`src/rtl/uart_pkg.sv`:
```
// Shared UART receive-path definitions: trigger-level encodings, error bit
// positions inside the per-character error field, and default sizing.
// Pure declarations; no state, no latency, no flow control.
package uart_pkg;

  localparam int UART_DEPTH_DEF    = 16;
  localparam int UART_TO_CHARS_DEF = 4;

  // Bit positions within the {BI, FE, PE} error field
  localparam int ERR_BI = 2;
  localparam int ERR_FE = 1;
  localparam int ERR_PE = 0;

  typedef enum logic [1:0] {
    TL_1  = 2'b00,
    TL_4  = 2'b01,
    TL_8  = 2'b10,
    TL_14 = 2'b11
  } rx_tl_e;

  // Occupancy at which the receive trigger fires for a given RXFIFTL code
  function automatic int unsigned rx_trig_thresh(input logic [1:0] tl);
    int unsigned t;
    case (tl)
      TL_1:    t = 1;
      TL_4:    t = 4;
      TL_8:    t = 8;
      default: t = 14;
    endcase
    return t;
  endfunction

endpackage

```
`src/rtl/uart_rx_timeout.sv`:
```
// Saturating character-timeout counter: counts char_tick pulses while idle.
// Latency: expired rises on the edge of the TO_CHARS-th tick; drops the edge after restart.
// Backpressure: none; restart and inactivity force the count back to zero.
module uart_rx_timeout
  import uart_pkg::*;
#(
  parameter int TO_CHARS = UART_TO_CHARS_DEF
) (
  input  logic CLK,
  input  logic RST_N,
  input  logic restart,
  input  logic active,
  input  logic char_tick,
  output logic expired
);

  localparam int TW = $clog2(TO_CHARS + 1);
  localparam logic [TW-1:0] LIMIT = TW'(TO_CHARS);

  logic [TW-1:0] cnt_q, cnt_d;

  // Next count: cleared on any access or when nothing is waiting, saturates at LIMIT
  always_comb begin
    cnt_d = cnt_q;
    if (restart || !active) begin
      cnt_d = '0;
    end else if (char_tick && (cnt_q != LIMIT)) begin
      cnt_d = cnt_q + 1'b1;
    end
  end

  // Count register
  always_ff @(posedge CLK or negedge RST_N) begin
    if (!RST_N) begin
      cnt_q <= '0;
    end else begin
      cnt_q <= cnt_d;
    end
  end

  assign expired = (cnt_q == LIMIT);

endmodule

```
`src/rtl/uart_rx_fifo.sv`:
```
// 16550-style receive FIFO holding characters with their BI/FE/PE bits.
// Latency: first-word fall-through; a pushed character is visible one cycle after its push edge.
// Backpressure: none upstream; a push into a full FIFO without a pop is dropped and sets sticky overrun.
module uart_rx_fifo
  import uart_pkg::*;
#(
  parameter int DEPTH    = UART_DEPTH_DEF,
  parameter int DATA_W   = 8,
  parameter int ERR_W    = 3,
  parameter int TO_CHARS = UART_TO_CHARS_DEF
) (
  input  logic                     CLK,
  input  logic                     RST_N,
  input  logic                     FIFOEN,
  input  logic                     RXCLR,
  input  logic [1:0]               RXFIFTL,
  input  logic                     rx_wr_en,
  input  logic [DATA_W-1:0]        rx_wr_data,
  input  logic [ERR_W-1:0]         rx_wr_err,
  input  logic                     rx_rd_en,
  input  logic                     lsr_rd,
  input  logic                     char_tick,
  output logic [DATA_W-1:0]        rx_rd_data,
  output logic [ERR_W-1:0]         rx_rd_err,
  output logic [$clog2(DEPTH):0]   rx_count,
  output logic                     rx_empty,
  output logic                     rx_full,
  output logic                     rx_trigger,
  output logic                     rx_timeout,
  output logic                     rx_overrun,
  output logic                     rx_err_in_fifo
);

  localparam int AW = $clog2(DEPTH);
  localparam int CW = AW + 1;
  localparam logic [CW-1:0] CAP_FIFO = CW'(DEPTH);
  localparam logic [CW-1:0] CAP_HOLD = CW'(1);

  logic [ERR_W+DATA_W-1:0] mem_q [DEPTH];

  logic [AW-1:0]     rd_ptr_q, rd_ptr_d, wr_ptr_q, wr_ptr_d;
  logic [CW-1:0]     count_q, count_d, err_cnt_q, err_cnt_d;
  logic              overrun_q, overrun_d;
  logic              fifoen_q;

  logic [CW-1:0]     cap;
  logic              is_empty, is_full, clr;
  logic              do_pop, do_push, ovr_set;
  logic              head_err_nz, wr_err_nz, to_expired;
  logic [ERR_W-1:0]  head_err;
  logic [DATA_W-1:0] head_data;

  assign {head_err, head_data} = mem_q[rd_ptr_q];
  assign head_err_nz = (head_err != '0);
  assign wr_err_nz   = (rx_wr_err != '0);

  // Access decode; a mode change acts as an implicit clear that swallows push and pop
  always_comb begin
    cap      = FIFOEN ? CAP_FIFO : CAP_HOLD;
    is_empty = (count_q == '0);
    is_full  = (count_q == cap);
    clr      = RXCLR | (FIFOEN != fifoen_q);
    do_pop   = rx_rd_en & ~is_empty & ~clr;
    // Full still accepts when the head leaves in the same cycle
    do_push  = rx_wr_en & ~clr & (~is_full | do_pop);
    ovr_set  = rx_wr_en & ~clr & is_full & ~rx_rd_en;
  end

  // Pointer, occupancy, error-count and overrun next state
  always_comb begin
    rd_ptr_d  = rd_ptr_q;
    wr_ptr_d  = wr_ptr_q;
    count_d   = count_q;
    err_cnt_d = err_cnt_q;
    if (clr) begin
      rd_ptr_d  = '0;
      wr_ptr_d  = '0;
      count_d   = '0;
      err_cnt_d = '0;
    end else begin
      // Holding-register mode keeps both pointers parked at entry 0
      if (do_pop) begin
        rd_ptr_d = FIFOEN ? rd_ptr_q + 1'b1 : '0;
      end
      if (do_push) begin
        wr_ptr_d = FIFOEN ? wr_ptr_q + 1'b1 : '0;
      end
      count_d   = count_q + CW'(do_push) - CW'(do_pop);
      err_cnt_d = err_cnt_q + CW'(do_push & wr_err_nz) - CW'(do_pop & head_err_nz);
    end
    // A new overrun outranks the LSR read that would clear it
    overrun_d = ovr_set | (overrun_q & ~lsr_rd);
  end

  // Control state registers
  always_ff @(posedge CLK or negedge RST_N) begin
    if (!RST_N) begin
      rd_ptr_q  <= '0;
      wr_ptr_q  <= '0;
      count_q   <= '0;
      err_cnt_q <= '0;
      overrun_q <= 1'b0;
      fifoen_q  <= 1'b0;
    end else begin
      rd_ptr_q  <= rd_ptr_d;
      wr_ptr_q  <= wr_ptr_d;
      count_q   <= count_d;
      err_cnt_q <= err_cnt_d;
      overrun_q <= overrun_d;
      fifoen_q  <= FIFOEN;
    end
  end

  // Character storage; contents are only meaningful below count_q, so no reset
  always_ff @(posedge CLK) begin
    if (do_push) begin
      mem_q[wr_ptr_q] <= {rx_wr_err, rx_wr_data};
    end
  end

  uart_rx_timeout #(
    .TO_CHARS (TO_CHARS)
  ) u_timeout (
    .CLK       (CLK),
    .RST_N     (RST_N),
    .restart   (clr | rx_wr_en | rx_rd_en),
    .active    (~is_empty),
    .char_tick (char_tick),
    .expired   (to_expired)
  );

  assign rx_rd_data     = is_empty ? '0 : head_data;
  assign rx_rd_err      = is_empty ? '0 : head_err;
  assign rx_count       = count_q;
  assign rx_empty       = is_empty;
  assign rx_full        = is_full;
  assign rx_trigger     = FIFOEN ? (32'(count_q) >= rx_trig_thresh(RXFIFTL)) : ~is_empty;
  assign rx_timeout     = FIFOEN & ~is_empty & to_expired;
  assign rx_overrun     = overrun_q;
  assign rx_err_in_fifo = (err_cnt_q != '0) & FIFOEN;

endmodule

```
`config.mk`:
```
export PLATFORM = sky130hd
export DESIGN_NAME = uart_rx_fifo
export DESIGN_NICKNAME = d
export VERILOG_FILES = /design/src/rtl/uart_pkg.sv /design/src/rtl/uart_rx_timeout.sv /design/src/rtl/uart_rx_fifo.sv
export SDC_FILE = /design/constraint.sdc
export NUM_CORES = 1
export LEC_CHECK = 0
export BUFFER_PORTS_ARGS = -buffer_cell sky130_fd_sc_hd__buf_2
export CORE_AREA = 3 3 156 128
export CTS_BUF_LIST = sky130_fd_sc_hd__clkbuf_16
export DETAILED_ROUTE_END_ITERATION = 16
export DIE_AREA = 0 0 159 131
export GPL_TIMING_DRIVEN = 0
export PLACE_DENSITY = 0.65
export SYNTH_ARGS = -nofsm -noshare
export SYNTH_HDL_FRONTEND = slang
export SYNTH_SLANG_ARGS = --single-unit
```
`constraint.sdc`:
```
create_clock -name CLK -period 2.95 [get_ports CLK]
set_input_delay 0.59 -clock CLK [delete_from_list [all_inputs] [get_ports CLK]]
set_output_delay 0.59 -clock CLK [all_outputs]
set_load 0.005 [all_outputs]
```
==> impl_results.md, run 1 <==
- Depth of the CTS H-tree: 4
- Syn Nets: between 500 and 600
- Effective utilization at floorplan: 0.454
- Clock network power share: 0.418
- Cell count after synthesis: 513
- Worst Path Required: 3.31 ns
- ANT cells: 0
- Post-synthesis sequential area ratio: 0.690
- P_sw: ~1200 uW
- Worst-Margin Slew: roughly 0.73 ns
- First-pass GRT wire length: around 27000 um
- CTS Buf Count: 17
- CP arrival: approximately 3.7 ns
- Max Clk Rate: around 300 MHz
- Share of layout cells above drive strength 1: 0.322
- Vias in the first global route: 4652
- GPL Wtd Cong: around 0.87
- CP max-delay cell: mux4_2
- Worst-Skew Late Latency: 0.43 ns
- Final wirelength: between 15000 and 20000 um
- Max capacitance violation total: 0
- Worst R2R Path Depth: 16
- Power Total: 5660 uW
- Final Hold Fails: 0
- Grt total ovfl: 0
- Final setup vio count: 12
- Relative slew slack: 0.510
- Critical path startpoint: rd_ptr_q[0]$_DFFE_PN0P_
- YS warnings: 0
- Crit path time final: between 3 and 4 ns
- Initial DRC count: 335
- Largest net degree at the start of global routing: 24
- Leak: about 0.0034 uW
- Post-synth top flop: edfxtp_1
- Skew final: about 0.010 ns
- Placed cell area: approximately 9000 sq um
- Fin crit share: 1.12
- Switching share of power: 0.207
- Residual DRC: 0
- CTS tree: done
- Most frequent cells in the layout: edfxtp_1, buf_2, mux2i_1, dfrtp_1, mux4_2
- Hold Path Class: input pin to asynchronous set/reset pin
- Startpoint types: flop
- Crit. End Element: flop
- Clock transition at the registers of the reported paths: ~0.07 ns
- Sequential Power Share: 0.545
- CP peak stage delay: approximately 0.5 ns
- Drt wl/cell: between 20 and 25 um
- Top delay family on crit path: compound AO/OA/AOI/OAI gates
- Router iterations before antenna repair: 5
- Gate power share: 0.037
- CP max FO: 8
- CTS root buf: clkbuf_16
- Vias: 4812
- Antenna violations before repair: 0
- Gr usage total: 0.177
- Status: finished, violations left
- Final nets: roughly 630
- Post-Syn Area: between 8000 and 9000 sq um
- Commonest non-fill, non-tap cell in the layout: edfxtp_1
- Yosys reg bits: 199
- Setup CP Type: flop to flop
- Post-DRT Antenna Nets: 0
- DIE AREA: ~21000 sq um
- Reg-to-reg startpoint: rd_ptr_q[0]$_DFFE_PN0P_
- Via-per-instance ratio: around 5.6
- Distinct cell type count of the synthesized netlist: 51
- Detailed placement HPWL: ~12000 um
- IO Port Bufs: 42
- Pwr per Cell Area: 549 nW/um^2
- Slew Viols, Final: 0
- Peak VDD IR: 0.421 mV
- Syn Area/Cell: between 15 and 20 sq um
- Area growth from synthesis to layout: 21.3%
- Post-route cell area: 10300 sq um
- Die Y: 131 um
- Unrepaired setup endpoints after global routing: true
- Core ar.: about 19000 sq um
- Critical Path Stages: 16
- Row Count: between 40 and 50
- IO Count: 43
- Post-layout worst setup margin: -0.343 ns
- Max Root-Sink Buffers: 2
- Post-synth EDFFs: ~180
- Num Clock Sinks: 199
- Cell Chain, Critical Path: buf_12, buf_12, mux4_2, a22oi_2, nand4_1, o211a_1, ha_4, inv_2, ha_4, inv_2, fa_2, inv_1, a21oi_2, nor2_2, or3_1, a21oi_2
- Die X: ~160 um
- Internal power: 4490 uW
- WP buf/inv: 5
- Synth async-reset ratio: 0.116
- Violated checks: negative setup slack
-- synth_stat cells, drive strengths merged, types with 7 or more instances --
library cell	count	area, sq um
and2	17	106
edfxtp	176	5290
o22ai	8	50.1
o221ai	16	140
dfrtp	23	576
ha	22	275
a21oi	15	75.1
mux2i	45	450
nor2	20	75.1
a211oi	8	60.1
nand3	7	35.0
clkbuf	11	42.5
inv	22	82.6
nand2	18	67.6
mux4	22	495
o21ai	9	45.0
buf	12	116
-- power groups by stage --
| stage | sequential (uW) | combinational [uW] | clock (uW) |
|---|---|---|---|
| global route | 3080 | 229 | 2510 |
| floorplan | 3140 | 85.8 | 0 |
| finish | 3080 | 211 | 2360 |
| detailed placement | 3140 | 189 | 0 |
| global placement | 3140 | 178 | 0 |
| CTS | 3080 | 199 | 2370 |
-- cell type report --
| type | instances | area (sq um) |
|---|---|---|
| Timing Repair Buffer | 53 | 359 |
| Fill cell | 1497 | 8390 |
| Buffer | 22 | 246 |
| Inverter | 22 | 82.6 |
| Clock buffer | 17 | 425 |
| Clock inverter | 15 | 175 |
| Tap cell | 258 | 323 |
| Multi-Input combinational cell | 269 | 2830 |
| Sequential cell | 199 | 5860 |
-- cell families after synthesis --
kind of cell	Yosys count	share of synthesized area
AOI/OAI and AO/OA	79	0.0672
xor gates and xnor gates	10	0.0103
adders and majority gates	24	0.0371
buffers and inverters	45	0.0284
DFF	199	0.690
muxes	67	0.111
and+or+nand+nor	89	0.0554
-- repair_timing --
item | 4_1_cts | 5_1_grt
setup endpoints to repair | 18 | 16
hold buffers | 0 | 0
gates resized for setup | 63 | 56
hold endpoints to repair | 0 | 0
setup buffers | 4 | 6
pin swaps | 11 | 30
gates cloned | 1 | 1
-- flip-flops by register name (all words and copies together), names as in the netlist --
register / cells
u_timeout.cnt_q: 3
err_cnt_q: 5
rx_count: 5
wr_ptr_q: 4
rx_overrun: 1
fifoen_q: 1
mem_q: 176
rd_ptr_q: 4
-- path summary, 6_finish.rpt --
check	endpoint	slack, ns
max in group asynchronous	u_timeout.cnt_q[1]$_DFFE_PN0P_	2.44
hold reg to reg	rx_overrun$_DFF_PN0_	0.54
setup reg to reg	err_cnt_q[4]$_DFF_PN0_	-0.34
hold / removal	rx_count[4]$_DFF_PN0_	0.13
setup / recovery	err_cnt_q[4]$_DFF_PN0_	-0.34
min in group CLK	rx_overrun$_DFF_PN0_	0.33
-- stage by stage --
step	setup WS, ns	hold slack, ns	instances	TNS [ns]	utilization
after global placement	-0.345	0.510	813	-0.899	0.483
after global routing	-0.453	0.159	855	-2.37	0.551
final	-0.343	0.134	855	-0.935	0.551
after detailed placement	-0.433	0.537	813	-1.15	0.483
after CTS	-0.313	0.133	850	-0.806	0.535
after floorplan	-0.0676	0.294	513	-0.0676	-
-- per-layer routing --
layer | wire length, um | track usage
met1 | 8130 | 0.242
met2 | 8860 | 0.285
met3 | 1060 | 0.0485
met4 | 260 | 0.0489
met5 | 0 | 0
No activity file was read; power rests on OpenSTA's default activity.
==> run 2: changes to the inputs <==
Settings changed: CORE_AREA 3 3 156 128 to 2 2 155 127, DIE_AREA 0 0 159 131 to 0 0 157 129, PLACE_DENSITY 0.65 to 0.62.
Clock period 2.95 ns to 3.7 ns, I/O delays scaled along.
==> impl_results.md, run 2 (synthesis gave the netlist of run 1 again) <==
- Area growth from synthesis to layout: 13.3%
- Leak: 0.00322 uW (-5.5%)
- Hold buffer count at CTS: 0 (unchanged)
- Post-route cell area: 9620 sq um (-6.6%)
- CTS tree: done
- Hold Path Class: input pin to asynchronous set/reset pin
- Post-DRT Antenna Nets: 0 (unchanged)
- Placed cell area: 9020 sq um (about the same)
- Share of layout cells above drive strength 1: 0.198 (-0.124)
- Skew final: 0.0116 ns (+0.00166 ns)
- Detailed placement HPWL: 12100 um (+0.40%)
- Residual DRC: 0 (unchanged)
- P_sw: 972 uW (-17%)
- Gr usage total: 0.184 (+0.00715)
- Clock transition at the registers of the reported paths: 0.08 ns (about the same)
- Crit. End Element: output port
- Startpoint types: flop
- Core ar.: 18600 sq um (-0.30%)
- Via-per-instance ratio: 5.58 (-0.86%)
- Die X: 157 um (-1.3%)
- Slew Viols, Final: 0 (unchanged)
- Die Y: 129 um (-1.5%)
- Row Count: 45 (unchanged)
- Setup CP Type: flop to output port
- Gate power share: 0.033 (-0.004)
- Switching share of power: 0.219 (+0.0125)
- Depth of the CTS H-tree: 4 (unchanged)
- ANT cells: 0 (unchanged)
- Largest net degree at the start of global routing: 24 (unchanged)
- Worst Path Required: 2.96 ns (-0.35 ns)
- Most frequent cells in the layout: edfxtp_1, buf_2, mux2i_1, dfrtp_1
- Final Hold Fails: 0 (unchanged)
- Vias in the first global route: 4645 (-0.15%)
- Effective utilization at floorplan: 0.456 (+0.00137)
- Top reg by flops: mem_q
- Max capacitance violation total: 0 (unchanged)
- Commonest non-fill, non-tap cell in the layout: edfxtp_1
- Peak VDD IR: 0.383 mV (-9.0%)
- Max Root-Sink Buffers: 2 (unchanged)
- GPL Wtd Cong: 0.854 (-2.3%)
- Max reg flops: 176 (unchanged)
- Status: completed
- IO Port Bufs: 42 (unchanged)
- Unrepaired setup endpoints after global routing: false
- IO Count: 43 (unchanged)
- Final wirelength: 17600 um (-4.1%)
- Crit path time final: between 3 and 4 ns
- Drt wl/cell: 20.8 um (-3.0%)
- Pwr per Cell Area: 461 nW/um^2 (-16%)
- Worst-Skew Late Latency: 0.44 ns (about the same)
- CTS root buf: clkbuf_16
- Final nets: 619 (-1.6%)
- Internal power: 3460 uW (-23%)
- CP max FO: 10 (+2)
- Post-Route Setup TNS: 0 ns (+0.935 ns)
- Fill cells: 1505 (+0.53%)
- DIE AREA: 20300 sq um (-2.8%)
- Clock network power share: 0.413 (-0.005)
- Router iterations before antenna repair: 5 (unchanged)
- Antenna violations before repair: 0 (unchanged)
- Max Clk Rate: roughly 280 MHz
- Final setup vio count: 0 (-12)
- Sequential Power Share: 0.554 (+0.009)
- First-pass GRT wire length: 26900 um (-1.9%)
- Grt total ovfl: 0 (unchanged)
- Num Clock Sinks: 199 (unchanged)
- Power Total: 4430 uW (-22%)
- Relative slew slack: 0.462 (-0.0486)
- Util after Layout: 0.516 (-0.0349)
- Post-CTS setup buffers: 0 (-4)
- Initial DRC count: 437 (+30%)
- CP arrival: 2.78 ns (-0.87 ns)
- Worst-Margin Slew: 0.807 ns (+0.0729 ns)
- Vias: 4715 (-2.0%)
- Fin crit share: 0.951
- CTS Buf Count: 17 (unchanged)
-- run 2: worst paths after layout --
path	startpoint	to	slack (ns)	depth (start not counted)
setup reg to reg	rd_ptr_q[1]$_DFFE_PN0P_	err_cnt_q[4]$_DFF_PN0_	0.31	16
hold / removal	RST_N	rx_count[4]$_DFF_PN0_	0.28	1
min in group CLK	lsr_rd	rx_overrun$_DFF_PN0_	0.48	2
hold reg to reg	rx_overrun$_DFF_PN0_	rx_overrun$_DFF_PN0_	0.55	2
setup / recovery	rd_ptr_q[1]$_DFFE_PN0P_	rx_rd_data[1]	0.18	8
max in group asynchronous	RST_N	u_timeout.cnt_q[0]$_DFFE_PN0P_	3.05	1
-- run 2: worst max-delay path, stage by stage (launching register included) --
cell and delay [ns]:
dfrtp_1 0.38, buf_4 0.18, nand2b_1 0.15, clkbuf_2 0.17
clkbuf_1 0.30, o221ai_1 0.46, o22ai_1 0.12, a211oi_1 0.40
buf_2 0.19
-- run 2: area by class of cell --
class,count,area (sq um),share of cell area
repair buffers,42,210,0.0219
clock inverters,15,158,0.0164
clock buffers,17,425,0.0442
flip-flops and latches,199,5860,0.609
well taps,258,323,0.0336
inverters,22,82.6,0.00858
multi-input cells,269,2400,0.249
plain buffers,23,161,0.0168
-- run 2: timing repair --
action | 4_1_cts | 5_1_grt
resized for setup | 0 | 6
endpoints found under the setup margin | 0 | 1
endpoints found under the hold margin | 0 | 0
-- run 2: per-stage QoR --
| step | hold slack [ns] | cells | setup WS, ns |
|---|---|---|---|
| floorplan | 0.444 | 513 | 0.602 |
| global placement | 0.510 | 813 | 0.0693 |
| detailed placement | 0.537 | 813 | 0.0382 |
| CTS | 0.285 | 845 | 0.0313 |
| global route | 0.317 | 845 | 0.0254 |
| finish | 0.283 | 845 | 0.181 |
-- run 2: per-layer routing --
metal  vias to the layer above  global-route usage  part of all wire
met3                        14              0.0411             0.054
met4                         0              0.0502             0.012
met5                         -                   0                 0
li1                       2140                   -                 -
met2                       134               0.280              0.46
met1                      2427               0.271              0.47
-- run 2: power by group through the flow --
| stage | registers, uW | clock network (uW) | logic [uW] |
|---|---|---|---|
| 5_1_grt | 2460 | 1930 | 165 |
| 3_5_place_dp | 2510 | 0 | 149 |
| 2_1_floorplan | 2510 | 0 | 68.0 |
| 4_1_cts | 2460 | 1850 | 150 |
| 3_3_place_gp | 2510 | 0 | 142 |
| 6_report | 2460 | 1830 | 148 |
